$ cat config.mk
export PLATFORM = sky130hd
export DESIGN_NAME = led_matrix_scanner_flat
export DESIGN_NICKNAME = d
export VERILOG_FILES = /design/src/rtl/led_matrix_scanner_pkg.sv /design/src/rtl/led_matrix_scanner_if.sv /design/src/rtl/led_matrix_scanner_dbuf.sv /design/src/rtl/led_matrix_scanner.sv /design/src/flat_wrapper.sv
export SDC_FILE = /design/constraint.sdc
export NUM_CORES = 1
export LEC_CHECK = 0
export ABC_AREA = 1
export BUFFER_PORTS_ARGS = -buffer_cell sky130_fd_sc_hd__buf_2
export CORE_MARGIN = 4
export CORE_UTILIZATION = 60
export DETAILED_ROUTE_END_ITERATION = 8
export PLACE_DENSITY = 0.77
export SYNTH_ARGS = -nofsm -noshare
export SYNTH_HDL_FRONTEND = slang
export SYNTH_SLANG_ARGS = --single-unit
$ cat constraint.sdc
create_clock -name CLK -period 4.5 [get_ports CLK]
set_clock_uncertainty 0.05 [all_clocks]
set_input_delay 0.45 -clock CLK [delete_from_list [all_inputs] [get_ports CLK]]
set_output_delay 0.45 -clock CLK [all_outputs]
set_load 0.01 [all_outputs]
$ cat src/rtl/led_matrix_scanner_pkg.sv
`default_nettype none
// +----------------------------------------------------------------------------+
// | led_matrix_scanner_pkg                                                     |
// | Shared scan states, default geometry and helpers for the LED matrix driver.|
// | Revision: 1.0                                                              |
// +----------------------------------------------------------------------------+
package led_matrix_scanner_pkg;

    typedef enum logic [0:0] {
        ST_BLANK = 1'b0,
        ST_DRIVE = 1'b1
    } scan_state_t;

    localparam int c_row_w     = 4;
    localparam int c_def_ncols = 5;
    localparam int c_def_nrows = 7;
    localparam int c_def_br_w  = 4;

    function automatic int max2(input int a, input int b);
        return (a > b) ? a : b;
    endfunction

endpackage
`default_nettype wire

$ cat src/rtl/led_matrix_scanner_if.sv
`default_nettype none
// +----------------------------------------------------------------------------+
// | led_matrix_scanner_if                                                      |
// | Upstream write/swap/brightness port plus matrix row and column drive pins. |
// | Revision: 1.0                                                              |
// +----------------------------------------------------------------------------+
interface led_matrix_scanner_if
    import led_matrix_scanner_pkg::*;
#(
    parameter int NCOLS = c_def_ncols,
    parameter int NROWS = c_def_nrows,
    parameter int BR_W  = c_def_br_w
) ();

    logic               wr_en;
    logic [c_row_w-1:0] wr_row;
    logic [NCOLS-1:0]   wr_data;
    logic               swap_req;
    logic               swap_ack;
    logic [BR_W-1:0]    brightness;
    logic [NCOLS-1:0]   colOut;
    logic [NROWS-1:0]   rowOut;
    logic               frame_start;

    modport master (
        output wr_en, wr_row, wr_data, swap_req, brightness,
        input  swap_ack, colOut, rowOut, frame_start
    );

    modport slave (
        input  wr_en, wr_row, wr_data, swap_req, brightness,
        output swap_ack, colOut, rowOut, frame_start
    );

endinterface
`default_nettype wire

$ cat src/rtl/led_matrix_scanner_dbuf.sv
`default_nettype none
// +----------------------------------------------------------------------------+
// | led_matrix_scanner_dbuf                                                    |
// | Two-bank row register file: writes go to the back bank, reads from front.  |
// | Revision: 1.0                                                              |
// +----------------------------------------------------------------------------+
module led_matrix_scanner_dbuf
    import led_matrix_scanner_pkg::*;
#(
    parameter int NCOLS = c_def_ncols,
    parameter int NROWS = c_def_nrows
) (
    input  logic               clk,
    input  logic               rst,
    input  logic               i_wr_en,
    input  logic [c_row_w-1:0] i_wr_row,
    input  logic [NCOLS-1:0]   i_wr_data,
    input  logic               i_swap,
    input  logic [c_row_w-1:0] i_rd_row,
    output logic [NCOLS-1:0]   o_rd_data
);

    logic             r_front;
    logic [NCOLS-1:0] r_mem [2][NROWS];

    // Write bank is chosen from the pre-swap front, so a write in the swap
    // cycle lands in the bank that becomes visible.
    always_ff @(posedge clk) begin
        if (rst) begin
            r_front <= 1'b0;
            for (int r = 0; r < NROWS; r++) begin
                r_mem[0][r] <= '0;
                r_mem[1][r] <= '0;
            end
        end else begin
            if (i_swap) begin
                r_front <= ~r_front;
            end
            for (int r = 0; r < NROWS; r++) begin
                if (i_wr_en && (i_wr_row == c_row_w'(r))) begin
                    r_mem[~r_front][r] <= i_wr_data;
                end
            end
        end
    end

    always_comb begin
        o_rd_data = '0;
        for (int r = 0; r < NROWS; r++) begin
            if (i_rd_row == c_row_w'(r)) begin
                o_rd_data = r_mem[r_front][r];
            end
        end
    end

endmodule
`default_nettype wire

$ cat src/rtl/led_matrix_scanner.sv
`default_nettype none
// +----------------------------------------------------------------------------+
// | led_matrix_scanner                                                         |
// | Double-buffered row-scan LED matrix driver with blanking and global PWM.   |
// | Revision: 1.0                                                              |
// +----------------------------------------------------------------------------+
module led_matrix_scanner
    import led_matrix_scanner_pkg::*;
#(
    parameter int NCOLS       = c_def_ncols,
    parameter int NROWS       = c_def_nrows,
    parameter int DWELL       = 1024,
    parameter int BLANK       = 16,
    parameter int BR_W        = c_def_br_w,
    parameter int ROW_ACT_LOW = 1,
    parameter int COL_ACT_LOW = 0
) (
    input  logic                CLK,
    input  logic                reset,
    led_matrix_scanner_if.slave bus
);

    localparam int                 c_cnt_w      = $clog2(max2(DWELL, BLANK));
    localparam logic [c_cnt_w-1:0] c_blank_last = c_cnt_w'(BLANK - 1);
    localparam logic [c_cnt_w-1:0] c_dwell_last = c_cnt_w'(DWELL - 1);
    localparam logic [c_row_w-1:0] c_row_last   = c_row_w'(NROWS - 1);
    localparam logic [NROWS-1:0]   c_row_inv    = {NROWS{ROW_ACT_LOW != 0}};
    localparam logic [NCOLS-1:0]   c_col_inv    = {NCOLS{COL_ACT_LOW != 0}};

    scan_state_t        r_state, w_state_nxt;
    logic [c_cnt_w-1:0] r_cnt, w_cnt_nxt;
    logic [c_row_w-1:0] r_row, w_row_nxt;
    logic               r_pending, w_pending_nxt;
    logic               r_swap_done;
    logic               w_swap;
    logic               w_frame_start;
    logic [NROWS-1:0]   w_row_on;
    logic [NCOLS-1:0]   w_col_on;
    logic [NCOLS-1:0]   w_front_row;
    logic [NROWS-1:0]   r_row_out;
    logic [NCOLS-1:0]   r_col_out;
    logic               r_frame_start;
    logic               r_swap_ack;

    led_matrix_scanner_dbuf #(
        .NCOLS (NCOLS),
        .NROWS (NROWS)
    ) u_dbuf (
        .clk       (CLK),
        .rst       (reset),
        .i_wr_en   (bus.wr_en),
        .i_wr_row  (bus.wr_row),
        .i_wr_data (bus.wr_data),
        .i_swap    (w_swap),
        .i_rd_row  (r_row),
        .o_rd_data (w_front_row)
    );

    always_ff @(posedge CLK) begin
        if (reset) begin
            r_state     <= ST_BLANK;
            r_cnt       <= '0;
            r_row       <= '0;
            r_pending   <= 1'b0;
            r_swap_done <= 1'b0;
        end else begin
            r_state     <= w_state_nxt;
            r_cnt       <= w_cnt_nxt;
            r_row       <= w_row_nxt;
            r_pending   <= w_pending_nxt;
            r_swap_done <= w_swap;
        end
    end

    always_comb begin
        w_state_nxt = r_state;
        w_cnt_nxt   = r_cnt + 1'b1;
        w_row_nxt   = r_row;
        w_swap      = 1'b0;
        case (r_state)
            ST_BLANK: begin
                if (r_cnt == c_blank_last) begin
                    w_state_nxt = ST_DRIVE;
                    w_cnt_nxt   = '0;
                end
            end
            ST_DRIVE: begin
                if (r_cnt == c_dwell_last) begin
                    w_state_nxt = ST_BLANK;
                    w_cnt_nxt   = '0;
                    if (r_row == c_row_last) begin
                        w_row_nxt = '0;
                        w_swap    = r_pending;
                    end else begin
                        w_row_nxt = r_row + 1'b1;
                    end
                end
            end
            default: w_state_nxt = ST_BLANK;
        endcase

        // A request arriving in the swap cycle itself arms the following frame.
        w_pending_nxt = w_swap ? bus.swap_req : (r_pending | bus.swap_req);

        w_frame_start = (r_state == ST_BLANK) && (r_cnt == '0) && (r_row == '0);
        w_row_on      = '0;
        w_col_on      = '0;
        if (r_state == ST_DRIVE) begin
            w_row_on = NROWS'(1) << r_row;
            if (r_cnt[BR_W-1:0] < bus.brightness) begin
                w_col_on = w_front_row;
            end
        end
    end

    // swap_ack is delayed one stage so it lines up with the registered frame_start.
    always_ff @(posedge CLK) begin
        if (reset) begin
            r_row_out     <= c_row_inv;
            r_col_out     <= c_col_inv;
            r_frame_start <= 1'b0;
            r_swap_ack    <= 1'b0;
        end else begin
            r_row_out     <= w_row_on ^ c_row_inv;
            r_col_out     <= w_col_on ^ c_col_inv;
            r_frame_start <= w_frame_start;
            r_swap_ack    <= r_swap_done;
        end
    end

    assign bus.rowOut      = r_row_out;
    assign bus.colOut      = r_col_out;
    assign bus.frame_start = r_frame_start;
    assign bus.swap_ack    = r_swap_ack;

endmodule
`default_nettype wire

$ cat src/flat_wrapper.sv
// flat-port wrapper written by rule: the top's interface ports become plain ports
module led_matrix_scanner_flat import led_matrix_scanner_pkg::*;
#(
    parameter int NCOLS       = c_def_ncols,
    parameter int NROWS       = c_def_nrows,
    parameter int DWELL       = 1024,
    parameter int BLANK       = 16,
    parameter int BR_W        = c_def_br_w,
    parameter int ROW_ACT_LOW = 1,
    parameter int COL_ACT_LOW = 0
)
  (CLK, reset, bus_wr_en, bus_wr_row, bus_wr_data, bus_swap_req, bus_brightness, bus_swap_ack, bus_colOut, bus_rowOut, bus_frame_start);
  led_matrix_scanner_if #(.NCOLS(NCOLS), .NROWS(NROWS), .BR_W(BR_W)) bus_i ();
  input  logic CLK;
  input  logic reset;
  input wire logic [$bits(bus_i.wr_en)-1:0] bus_wr_en;
  input wire logic [$bits(bus_i.wr_row)-1:0] bus_wr_row;
  input wire logic [$bits(bus_i.wr_data)-1:0] bus_wr_data;
  input wire logic [$bits(bus_i.swap_req)-1:0] bus_swap_req;
  input wire logic [$bits(bus_i.brightness)-1:0] bus_brightness;
  output wire logic [$bits(bus_i.swap_ack)-1:0] bus_swap_ack;
  output wire logic [$bits(bus_i.colOut)-1:0] bus_colOut;
  output wire logic [$bits(bus_i.rowOut)-1:0] bus_rowOut;
  output wire logic [$bits(bus_i.frame_start)-1:0] bus_frame_start;
  assign bus_i.wr_en = bus_wr_en;
  assign bus_i.wr_row = bus_wr_row;
  assign bus_i.wr_data = bus_wr_data;
  assign bus_i.swap_req = bus_swap_req;
  assign bus_i.brightness = bus_brightness;
  assign bus_swap_ack = bus_i.swap_ack;
  assign bus_colOut = bus_i.colOut;
  assign bus_rowOut = bus_i.rowOut;
  assign bus_frame_start = bus_i.frame_start;
  led_matrix_scanner #(.NCOLS(NCOLS), .NROWS(NROWS), .DWELL(DWELL), .BLANK(BLANK), .BR_W(BR_W), .ROW_ACT_LOW(ROW_ACT_LOW), .COL_ACT_LOW(COL_ACT_LOW)) u_core (.CLK(CLK), .reset(reset), .bus(bus_i));
endmodule
# Word level (Yosys, flattened, before mapping)
# Memories as Yosys holds them, arrays and structs flattened. A register that Yosys moved wholly into a read port is not among the register bits.
# Index checks and enable logic that the tools add are counted.
[op_classes]
bitwise = 5
shift = 1
n_mux = 47
n_addsub = 2
order_cmp = 1
n_reduce_logical = 15
n_eq_ne = 14
[op_table]
columns = ["operator", "count"]
rows = [
  ["$mux 35", 1],
  ["$mux 5", 7],
  ["$reduce_or 35->1", 1],
  ["$mux 1", 32],
  ["$eq 4x3->1 const B", 6],
  ["$mux 10", 2],
  ["$pmux 10 s2", 1],
  ["$eq 4x2->1 const B", 4],
  ["$mux 7", 2],
  ["$add 10x1->10 const B", 1],
  ["$eq 10x10->1 const B", 1],
  ["$eq 10x4->1 const B", 1],
  ["$logic_not 10->1", 1],
  ["$logic_and 1x1->1", 9],
  ["$eq 4x1->1 const B", 2],
  ["$logic_not 4->1", 2],
  ["$not 7->7", 1],
  ["$shl 1x4->7 const A", 1],
  ["$add 4x1->4 const B", 1],
  ["$lt 4x4->1", 1],
  ["$mux 4", 1],
  ["$not 1->1", 3],
  ["$reduce_or 3->1", 1],
  ["$pmux 1 s2", 1],
  ["2 further kinds", 2],
]
[totals]
mem_bits_rw = 70
wordCells = 96
reg_bits = 32
memories = 1
inputBits = 17
out_inout_bits = 14
[memory_table]
columns = ["memory", "depth", "width", "read_ports", "rd_ports_with_merged_regs", "write_ports", "line_no", "text"]
rows = [
  ["u_core.u_dbuf.r_mem", 2, 35, 1, 1, 2, "led_matrix_scanner_dbuf.sv:24", "logic [NCOLS-1:0] r_mem [2][NROWS];"],
]

# Logic depth before layout (Yosys ltp)
[depth]
word_depth = 8
ltp_mapped = 11
depth_no_buf = 9

# Modules after synthesis
# From an unflattened synthesis, not the netlist that was laid out.
[hier_totals]
cells_unflattened = 534
hier_area_um2 = 4707.0
[modules_own_cells]
columns = ["module", "area_each_um2", "cells_each", "n_inst", "seq_area_each_um2"]
rows = [
  ["led_matrix_scanner_dbuf", 3349.5, 359, 1, 2142.1],
  ["led_matrix_scanner", 1357.6, 175, 1, 620.6],
]

# Worst setup path after synthesis
# Ideal clock, no wire load.
[synth_path]
path_kind = "input to register"
startpoint = "in reset"
endpoint = "mem u_core.u_dbuf.r_mem[1][15] in the netlist's numbering (enable)"
n_path_buf = 0
setup_time_ns = 0.313
t_arrival_ns = 1.214
t_required_ns = 4.137
setup_slack_ns = 2.923
path_stages = 7
cell_sequence = "inv_2 > nand2_2 > nor2_4 > nand2_2 > nor3_4 > nand2_2 > nand2_1"
[synth_rtl]
columns = ["element", "line_no", "text"]
rows = [
  ["start, declared", "flat_wrapper.sv:15", "input logic reset;"],
  ["end, declared", "led_matrix_scanner_dbuf.sv:24", ""],
]

==> metrics.cfg <==
[route]
post_drt_wl_per_cell_um=15.51
drtPass1Iterations=6
post-route-drc-count=0
ant_nets=0
vias=3644
drt_iter0_drc=273
vias_per_cell=5.505
drt_wl_total_um=10270

[power]
seq_power_share=0.635
p_switching_mw=0.3841
finalPower_mw=1.642
max-vdd-ir-drop_uv=186.1
comb_power_share=0.050
cellPowerDensity_nw_per_um2=319.9
clkPwrFrac=0.315
p_leak_nw=2.200
internal_power_mw=1.258
swShare=0.2339

[floorplanning]
die_height_um=97.11
ios=31
num_rows=32
fp.dieW_um=97.11
fp.coreArea_sq_um=7727
die_area_sq_um=9430
initial_core_util=0.6166

[worst_setup_path]
crit_type=input port to flip-flop
slowest_stage=inv_2
regToRegEndpoint=u_core.u_dbuf.r_mem[1][8]$_SDFFCE_PN0P_
crit_chain=buf_2 > inv_2 > nand2_2 > nor2_4 > nand2_2 > clkinv_2 > nand3_2 > nand2_1
cp_max_fo=24
worstSetupEndpointType=flip-flop
max_stage_delay_ps=430
crit_top_cell=nand2_2
cp.arrival_ps=2110
rrSetupSlack_ps=2550
r2r-start=u_core.u_dbuf.r_front$_SDFFE_PP0P_
crit_required_ps=4510
start_kind=input port
reg2regPathDepth=3

[yosys]
yosys.area.top_type_share=0.4412
async_reset_ff_frac=0
ys.flop_type=edfxtp_1
ys_seq_area_frac=0.5798
synth_warnings=0
synth-edff-count=70
ys_types=31
synth.avg_cell_area_sq_um=8.973
yosysTopAreaCell=edfxtp_1
synth_seq_cells=103
synth_area_sq_um=4765
synthCells=531
synth.area.top_cells=edfxtp_1, dfxtp_1, nand2_1
synth_fp_nets=554

[sta]
worstMarginPinSlew_ps=619.3
finalSetupViolCount=0
max_freq_ghz=0.4759
hold_violations=0
fin_crit_sh=0.4670
tns_ps=0
grt_setup_unrepaired=no
drv_slew=0
maxSlewHeadroom=0.5867
period_needed_ps=2101

[clocking]
clk_latency_ps=360
cts_sinks=103
clk_transition_reported_paths_ps=90
ctsHoldBuffers=0
cts_max_level=3
cts_tree=built
numCtsBuffers=9
cts_root_buffer=clkbuf_8
cts_resized=0
post_cts_buffers=0
cts_buffer_depth=2

[global_route]
grt_usage=0.2244
grt_max_degree=37
antenna_found_initial=0
grt_overflow_total=0
grt_first_pass_wirelength_um=16850
grt_pass1_vias=3463

[min_path]
holdPathStages=3
hold_start=bus_swap_req
holdPathEnd=u_core.r_pending$_SDFF_PP0_
hold_class=input port to flip-flop

[placed_design]
post-dp-hpwl_um=7218
io_buffers=30
place_area_sq_um=4965
place.gp.congestion=0.8345

[final_layout]
final_core_util=0.6645
layout_commonest_cell=nand2_1
mostFrequentLayoutCells=nand2_1, nor2_1, edfxtp_1, inv_1, dfxtp_1
n_antenna_cell=0
final_area_sq_um=5135
syn_to_final_growth_pct=7.773
nFillCells=619
drive_above_1_share=0.1536
finalNetCount=578

[flow_run]
maxCapViolations=0

[outcome]
status=complete, no violations

==> power by group through the flow <==
stage          combinational, mW  sequential [mW]  clock, mW
2_1_floorplan             0.0519             1.06          0
3_3_place_gp              0.0787             1.06          0
3_5_place_dp              0.0811             1.07          0
4_1_cts                   0.0816             1.04      0.524
5_1_grt                   0.0904             1.05      0.564
6_report                  0.0817             1.04      0.517
==> per-stage QoR <==
stage                     setup WS (ps)  instances  hold slack, ps
final                              2399        662           258.7
after floorplan                    2923        531           338.3
after global routing               2277        662           236.5
after CTS                          2418        662           239.5
after detailed placement           2043        646           350.1
after global placement             2151        646           345.7
==> area by class of cell <==
| type | count | area, sq um | area share |
|---|---|---|---|
| clock inverter | 6 | 42.54 | 0.008285 |
| clock buffer | 10 | 127.6 | 0.02485 |
| inverter | 37 | 140.1 | 0.02729 |
| multi-input combinational | 373 | 1777 | 0.3460 |
| timing repair buffer | 31 | 157.7 | 0.03070 |
| sequential | 103 | 2763 | 0.5380 |
| tap | 102 | 127.6 | 0.02485 |
==> Yosys cell counts (3+ instances only) <==
library cell / number
a21oi_1: 19
buf_2: 8
clkbuf_1: 8
dfxtp_1: 33
edfxtp_1: 70
ha_1: 6
inv_1: 33
inv_2: 3
nand2_1: 144
nand2_2: 7
nand3_1: 15
nand3_2: 7
nand3b_1: 3
nand4_1: 14
nor2_1: 114
nor2_4: 4
o211ai_1: 10
o21ai_0: 3
or2_2: 12
==> sequential cells by signal, summed over array words and instances, names as in the netlist, named ones only <==
name                    flops
u_core.bus.colOut           5
u_core.r_cnt               10
u_core.bus.rowOut           7
u_core.r_swap_done          1
u_core.u_dbuf.r_front       1
u_core.bus.frame_start      1
u_core.r_row                4
u_core.r_pending            1
u_core.r_state              1
u_core.u_dbuf.r_mem        70
u_core.bus.swap_ack         1
==> worst max-delay path by stage <==
stage	startpoint	to	slack (ps)	depth (start not counted)
after global placement	reset	u_core.u_dbuf.r_mem[0][32]$_SDFFCE_PN0P_	2150	8
after global routing	reset	u_core.u_dbuf.r_mem[0][34]$_SDFFCE_PN0P_	2280	8
final	reset	u_core.u_dbuf.r_mem[0][34]$_SDFFCE_PN0P_	2400	8
after CTS	reset	u_core.u_dbuf.r_mem[1][16]$_SDFFCE_PN0P_	2420	8
after floorplan	reset	u_core.u_dbuf.r_mem[1][15]$_SDFFCE_PN0P_	2920	7
after detailed placement	reset	u_core.u_dbuf.r_mem[1][17]$_SDFFCE_PN0P_	2040	8
==> logic make-up (layout without fill, tap and decap cells) <==
kind of cell | count (synthesis) | after routing | synth area share
buf+inv | 55 | 84 | 0.04727
xor+xnor | 1 | 1 | 0.001839
compound gates | 36 | 36 | 0.04464
simple gates | 330 | 330 | 0.3107
fa+ha+maj | 6 | 6 | 0.01576
flops | 103 | 103 | 0.5798
==> worst max-delay path, delay by kind of cell <==
| kind | cells | cell delay [ps] |
|---|---|---|
| AND/OR/NAND/NOR | 5 | 870 |
| buffers and inverters | 3 | 770 |
==> layer usage <==
metal / GRT usage / share of wire
met3: 0.04379 / 0.086
met4: 0.08207 / 0.019
met5: 0 / 0
met2: 0.3742 / 0.48
met1: 0.2922 / 0.41
No activity file was read; power rests on OpenSTA's default activity.
